File: config.mk
export PLATFORM = sky130hd
export DESIGN_NAME = load_store_unit
export DESIGN_NICKNAME = d
export VERILOG_FILES = /design/src/rtl/load_store_unit.sv
export SDC_FILE = /design/constraint.sdc
export NUM_CORES = 1
export LEC_CHECK = 0
export CAP_MARGIN = 10
export CORE_MARGIN = 3
export CORE_UTILIZATION = 40
export CTS_CLUSTER_SIZE = 16
export DETAILED_ROUTE_END_ITERATION = 8
export GPL_ROUTABILITY_DRIVEN = 1
export GPL_TIMING_DRIVEN = 1
export HOLD_SLACK_MARGIN = 0.15
export MAX_ROUTING_LAYER = met4
export PLACE_DENSITY = 0.76
export SLEW_MARGIN = 20
export SYNTH_ARGS = -nofsm -noshare
export SYNTH_HDL_FRONTEND = slang
export SYNTH_SLANG_ARGS = --single-unit
File: constraint.sdc
create_clock -name clk -period 1.8 [get_ports clk]
set_clock_uncertainty 0.2 [all_clocks]
set_input_delay 0.36 -clock clk [delete_from_list [all_inputs] [get_ports clk]]
set_output_delay 0.36 -clock clk [all_outputs]
set_load 0.01 [all_outputs]
File: src/rtl/load_store_unit.sv
`default_nettype none
// ============================================================================
// Module   : load_store_unit
// Purpose  : Memory-stage load/store controller; read-modify-write for sub-word stores.
// Revision : 1.0
// ============================================================================
module load_store_unit #(
  parameter int RAM_SEL_BIT  = 10,
  parameter int READ_LATENCY = 1
) (
  input  logic        clk,
  input  logic        reset,
  input  logic        req_valid,
  output logic        req_ready,
  input  logic        req_write,
  input  logic [1:0]  req_size,
  input  logic        req_unsigned,
  input  logic [31:0] req_addr,
  input  logic [31:0] req_wdata,
  output logic        resp_valid,
  output logic [31:0] resp_rdata,
  output logic        resp_err,
  output logic [31:0] mem_address,
  output logic        mem_readWrite,
  output logic [31:0] mem_dataIn,
  input  logic [31:0] mem_dataOut
);

  localparam int CNT_W = (READ_LATENCY > 1) ? $clog2(READ_LATENCY) : 1;
  localparam logic [CNT_W-1:0] c_LAT_LAST = CNT_W'(READ_LATENCY - 1);

  typedef enum logic [1:0] {
    ST_IDLE  = 2'd0,
    ST_READ  = 2'd1,
    ST_WRITE = 2'd2,
    ST_RESP  = 2'd3
  } state_t;

  state_t r_state;
  state_t w_nextState;

  logic             w_accept;
  logic             w_reqWord;
  logic             w_reqErr;
  logic             w_readDone;

  logic             r_write;
  logic             r_unsigned;
  logic             r_isByte;
  logic             r_isHalf;
  logic [1:0]       r_offset;
  logic [15:0]      r_wdata;
  logic [CNT_W-1:0] r_latCnt;
  logic [31:0]      r_memAddress;
  logic [31:0]      r_memDataIn;
  logic [31:0]      r_respRdata;
  logic             r_respErr;

  logic [7:0]       w_byte;
  logic [15:0]      w_half;
  logic [31:0]      w_loadData;
  logic [31:0]      w_mask;
  logic [31:0]      w_laneData;
  logic [31:0]      w_mergedWord;

  assign w_accept   = req_valid && (r_state == ST_IDLE);
  assign w_reqWord  = req_size[1];
  assign w_reqErr   = ((req_size == 2'd1) && req_addr[0])
                    || (w_reqWord && (req_addr[1:0] != 2'b00))
                    || (req_write && !req_addr[RAM_SEL_BIT]);
  assign w_readDone = (r_latCnt == c_LAT_LAST);

  always_ff @(posedge clk) begin
    if (reset) begin
      r_state <= ST_IDLE;
    end else begin
      r_state <= w_nextState;
    end
  end

  always_comb begin
    w_nextState = r_state;
    case (r_state)
      ST_IDLE: begin
        if (w_accept) begin
          if (w_reqErr)                    w_nextState = ST_RESP;
          else if (req_write && w_reqWord) w_nextState = ST_WRITE;
          else                             w_nextState = ST_READ;
        end
      end
      ST_READ: begin
        if (w_readDone) w_nextState = r_write ? ST_WRITE : ST_RESP;
      end
      ST_WRITE: w_nextState = ST_RESP;
      ST_RESP:  w_nextState = ST_IDLE;
      default:  w_nextState = ST_IDLE;
    endcase
  end

  // Load lane extraction and sign/zero extension from the word being read.
  always_comb begin
    w_byte = mem_dataOut[7:0];
    case (r_offset)
      2'd0: w_byte = mem_dataOut[7:0];
      2'd1: w_byte = mem_dataOut[15:8];
      2'd2: w_byte = mem_dataOut[23:16];
      2'd3: w_byte = mem_dataOut[31:24];
      default: w_byte = mem_dataOut[7:0];
    endcase
    w_half = r_offset[1] ? mem_dataOut[31:16] : mem_dataOut[15:0];
    if (r_isByte) begin
      w_loadData = {{24{!r_unsigned && w_byte[7]}}, w_byte};
    end else if (r_isHalf) begin
      w_loadData = {{16{!r_unsigned && w_half[15]}}, w_half};
    end else begin
      w_loadData = mem_dataOut;
    end
  end

  // Sub-word store: replace the addressed little-endian lane in the fetched word.
  always_comb begin
    w_mask       = r_isByte ? (32'h0000_00FF << {r_offset, 3'b000})
                            : (32'h0000_FFFF << {r_offset[1], 4'b0000});
    w_laneData   = r_isByte ? {4{r_wdata[7:0]}} : {2{r_wdata}};
    w_mergedWord = (mem_dataOut & ~w_mask) | (w_laneData & w_mask);
  end

  always_ff @(posedge clk) begin
    if (reset) begin
      r_write      <= 1'b0;
      r_unsigned   <= 1'b0;
      r_isByte     <= 1'b0;
      r_isHalf     <= 1'b0;
      r_offset     <= 2'b00;
      r_wdata      <= '0;
      r_latCnt     <= '0;
      r_memAddress <= '0;
      r_memDataIn  <= '0;
      r_respRdata  <= '0;
      r_respErr    <= 1'b0;
    end else if (w_accept) begin
      r_write      <= req_write;
      r_unsigned   <= req_unsigned;
      r_isByte     <= (req_size == 2'd0);
      r_isHalf     <= (req_size == 2'd1);
      r_offset     <= req_addr[1:0];
      r_wdata      <= req_wdata[15:0];
      r_latCnt     <= '0;
      r_memAddress <= {req_addr[31:2], 2'b00};
      r_memDataIn  <= req_wdata;
      r_respRdata  <= '0;
      r_respErr    <= w_reqErr;
    end else if (r_state == ST_READ) begin
      if (w_readDone) begin
        if (r_write) r_memDataIn <= w_mergedWord;
        else         r_respRdata <= w_loadData;
      end else begin
        r_latCnt <= r_latCnt + 1'b1;
      end
    end
  end

  assign req_ready     = (r_state == ST_IDLE);
  assign resp_valid    = (r_state == ST_RESP);
  assign mem_readWrite = (r_state == ST_WRITE);
  assign resp_rdata    = r_respRdata;
  assign resp_err      = r_respErr;
  assign mem_address   = r_memAddress;
  assign mem_dataIn    = r_memDataIn;

endmodule
`default_nettype wire

==> impl_metrics.yaml, run 1 <==
run_status:
  status: "completed"
detailed_routing:
  vias: 5983
  routed_wirelength_um: 20530
  drtAntennaViolNets: 0
  drt_first_pass_iters: 5
  via_per_inst: 5.545
  drt_iter0_drc: 450
  wl_per_cell_um: 19.03
  drc_errors: 0
floorplanning:
  num_io_pins: 203
  coreArea_um2: 13350
  dieWidth_um: 123.4
  initial_utilization_pct: 41.32
  num_rows: 42
  dieArea_um2: 15230
  die_h_um: 123.4
grt:
  grt_pass1_wl_um: 31080
  grt_max_degree: 51
  grt_usage_pct: 27.17
  busiest_layer: "met2"
  grtUsageMet2_pct: 42.92
  antenna_found_initial: 0
  gr-total-overflow: 0
  grt_pass1_vias: 5889
  grtUsageMet3_pct: 6.359
  met1_usage_pct: 33.46
timing:
  totalNegativeSetupSlack_ns: 0
  setup_ws_ns: 0.03639
  fin_hold_ws_ns: 0.1900
  fin_crit_ns: 1.764
  timing.fmax_mhz: 567.0
  grt_setup_unrepaired: "yes"
  hold_viol_final: 0
  min_period_over_period_pct: 97.98
  setup_viol: 0
  drv_slew: 0
clocking:
  worstSkewPairLatency_ns: 0.42
  cts.sinks: 119
  cts_tree: "built"
  cts_buffers: 17
  htreeDepth: 4
  clk_pin_slew_ns: 0.06
  cts-root-buf: "clkbuf_16"
  holdBufCountCts: 0
  cts_buffer_depth: 2
setup_path:
  crit_chain: "buf_4, ha_1, buf_2"
  crit_fanout: 3
  crit_path_end_kind: "output port"
  max_stage_delay_ns: 0.32
  critical-path-top-delay-family: "flip-flops"
  setup.worst_path.start_class: "flip-flop"
  required_ns: 1.24
  cpMaxStageDelayCell: "dfxtp_2"
  crit_buf_inv: 2
  crit_arrival_ns: 1.20
  crit_type: "flip-flop to output port"
cells_and_area:
  mostFrequentLayoutCells: "nand2_1, dfxtp_1, clkdlybuf4s50_1"
  layout.nets: 998
  layout_commonest_cell: "nand2_1"
  antennaDiodeCount: 0
  synthToLayoutAreaGrowth_pct: 61.25
  fillers: 1141
  drive_gt1_share_pct: 20.38
  final_area_um2: 8894
pwr:
  peakVddDrop_mv: 0.8373
  power_density_nw_per_um2: 1352
  leakage_nw: 3.972
placement:
  place_area_um2: 8200
  place_ws_ns: -0.3712
  gp_congestion: 0.9663
  port_buffers: 200
  hpwl_um: 15310
logic_synthesis:
  ys_seq_area_share_pct: 43.19
  ys_warn_count: 0
  synth_cell_type_count: 42
  synthArstFlopShare_pct: 0
  ys_ff_latch: 119
  synth_cells: 649
  synth.avg_cell_area_um2: 8.498
  synth_edf_count: 0
  synth_top_flop_cell: "dfxtp_1"
  synth_area_um2: 5515
hold_path:
  hp-class: "input port to flip-flop"
flow_run:
  maxCapViolations: 0
## synthesized netlist by cell type, types with 9 or more instances
cell type / n / area (um2)
a211oi_1: 25 / 187.7
a21o_1: 16 / 120.1
o21ai_0: 65 / 325.3
mux2_2: 9 / 101.4
dfxtp_1: 119 / 2382
a21oi_1: 79 / 395.4
buf_2: 12 / 60.06
buf_1: 9 / 33.78
mux2i_1: 24 / 240.2
o221a_2: 16 / 180.2
nand2_1: 137 / 514.2
nor2_1: 31 / 116.4
clkbuf_1: 30 / 112.6
a221oi_1: 16 / 140.1
## metrics by stage
| step | util [%] | total power, mW | instances |
|---|---|---|---|
| floorplan | - | 6.102 | 650 |
| finish | 66.63 | 12.02 | 1079 |
| detailed placement | 61.44 | 8.606 | 1045 |
| global placement | 61.44 | 8.461 | 1045 |
| global route | 66.63 | 12.66 | 1079 |
| CTS | 65.36 | 11.87 | 1077 |
## sequential cells by signal, summed over array words and instances (netlist names)
signal       count
r_isHalf         1
r_isByte         1
mem_address     30
r_offset         2
mem_dataIn      32
r_unsigned       1
resp_err         1
r_state          2
r_wdata         16
r_write          1
resp_rdata      32
## worst min-delay path, delay by kind of cell
| kind | cells | cell delay (ns) |
|---|---|---|
| AO/OA/AOI/OAI | 2 | 0.17 |
| buffers and inverters | 1 | 0.23 |
## what timing repair did
action	4_1_cts	5_1_grt
gates cloned	0	1
setup buffers	0	1
resized for setup	116	35
endpoints found under the hold margin	0	0
pin swaps	0	4
endpoints found under the setup margin	158	58
## layer usage
layer  up-vias  wire length, um  part of all wire [%]
met5         -                0                     0
met4         0              601                   2.9
met3        42             1509                   7.3
met2       267             9925                    48
met1      2875             8494                    41
li1       2799                -                     -
## worst paths after layout
kind / start / cells after the start / to / slack (ns)
setup / recovery: r_state[0]$_SDFFE_PP0P_ / 3 / resp_valid / 0.04
hold / removal: reset / 3 / r_state[1]$_SDFFE_PP0P_ / 0.19
setup reg to reg: r_state[1]$_SDFFE_PP0P_ / 7 / mem_dataIn[4]$_SDFFE_PP0P_ / 0.05
hold reg to reg: mem_dataIn[20]$_SDFFE_PP0P_ / 1 / mem_dataIn[20]$_SDFFE_PP0P_ / 0.25
## power breakdown
group	switching, mW	internal [mW]
Sequential	0.407	3.27
Combinational	2.54	2.24
Clock	1.22	2.34
Total	4.17	7.85
## cells by family (layout without fill, tap and decap cells)
group | Yosys count | count (layout) | share of synthesized area, %
compound gates | 231 | 231 | 26.84
simple gates | 190 | 190 | 14.25
flops | 119 | 119 | 43.19
buf+inv | 62 | 315 | 5.059
mux | 41 | 41 | 9.460
fa+ha+maj | 5 | 5 | 1.134
other cells | 1 | 2 | 0.06799
## layout make-up
class	instances	area (um2)	area share [%]
clock buffer	19	442.9	4.980
clock inverter	13	178.9	2.012
inverter	5	21.27	0.2392
multi-input combinational	469	3017	33.92
sequential	119	2391	26.89
tap	176	220.2	2.476
timing repair buffer	278	2623	29.49
Power figures use the tool's default switching activity.
==> inputs of run 2 (changes only) <==
--- a/config.mk
+++ b/config.mk
@@ -5,7 +5,6 @@
 export SDC_FILE = /design/constraint.sdc
 export NUM_CORES = 1
 export LEC_CHECK = 0
-export CAP_MARGIN = 10
 export CORE_MARGIN = 3
 export CORE_UTILIZATION = 40
 export CTS_CLUSTER_SIZE = 16
==> results of run 2 <==
The final DEF is identical to that of run 1; final timing and power are the same.
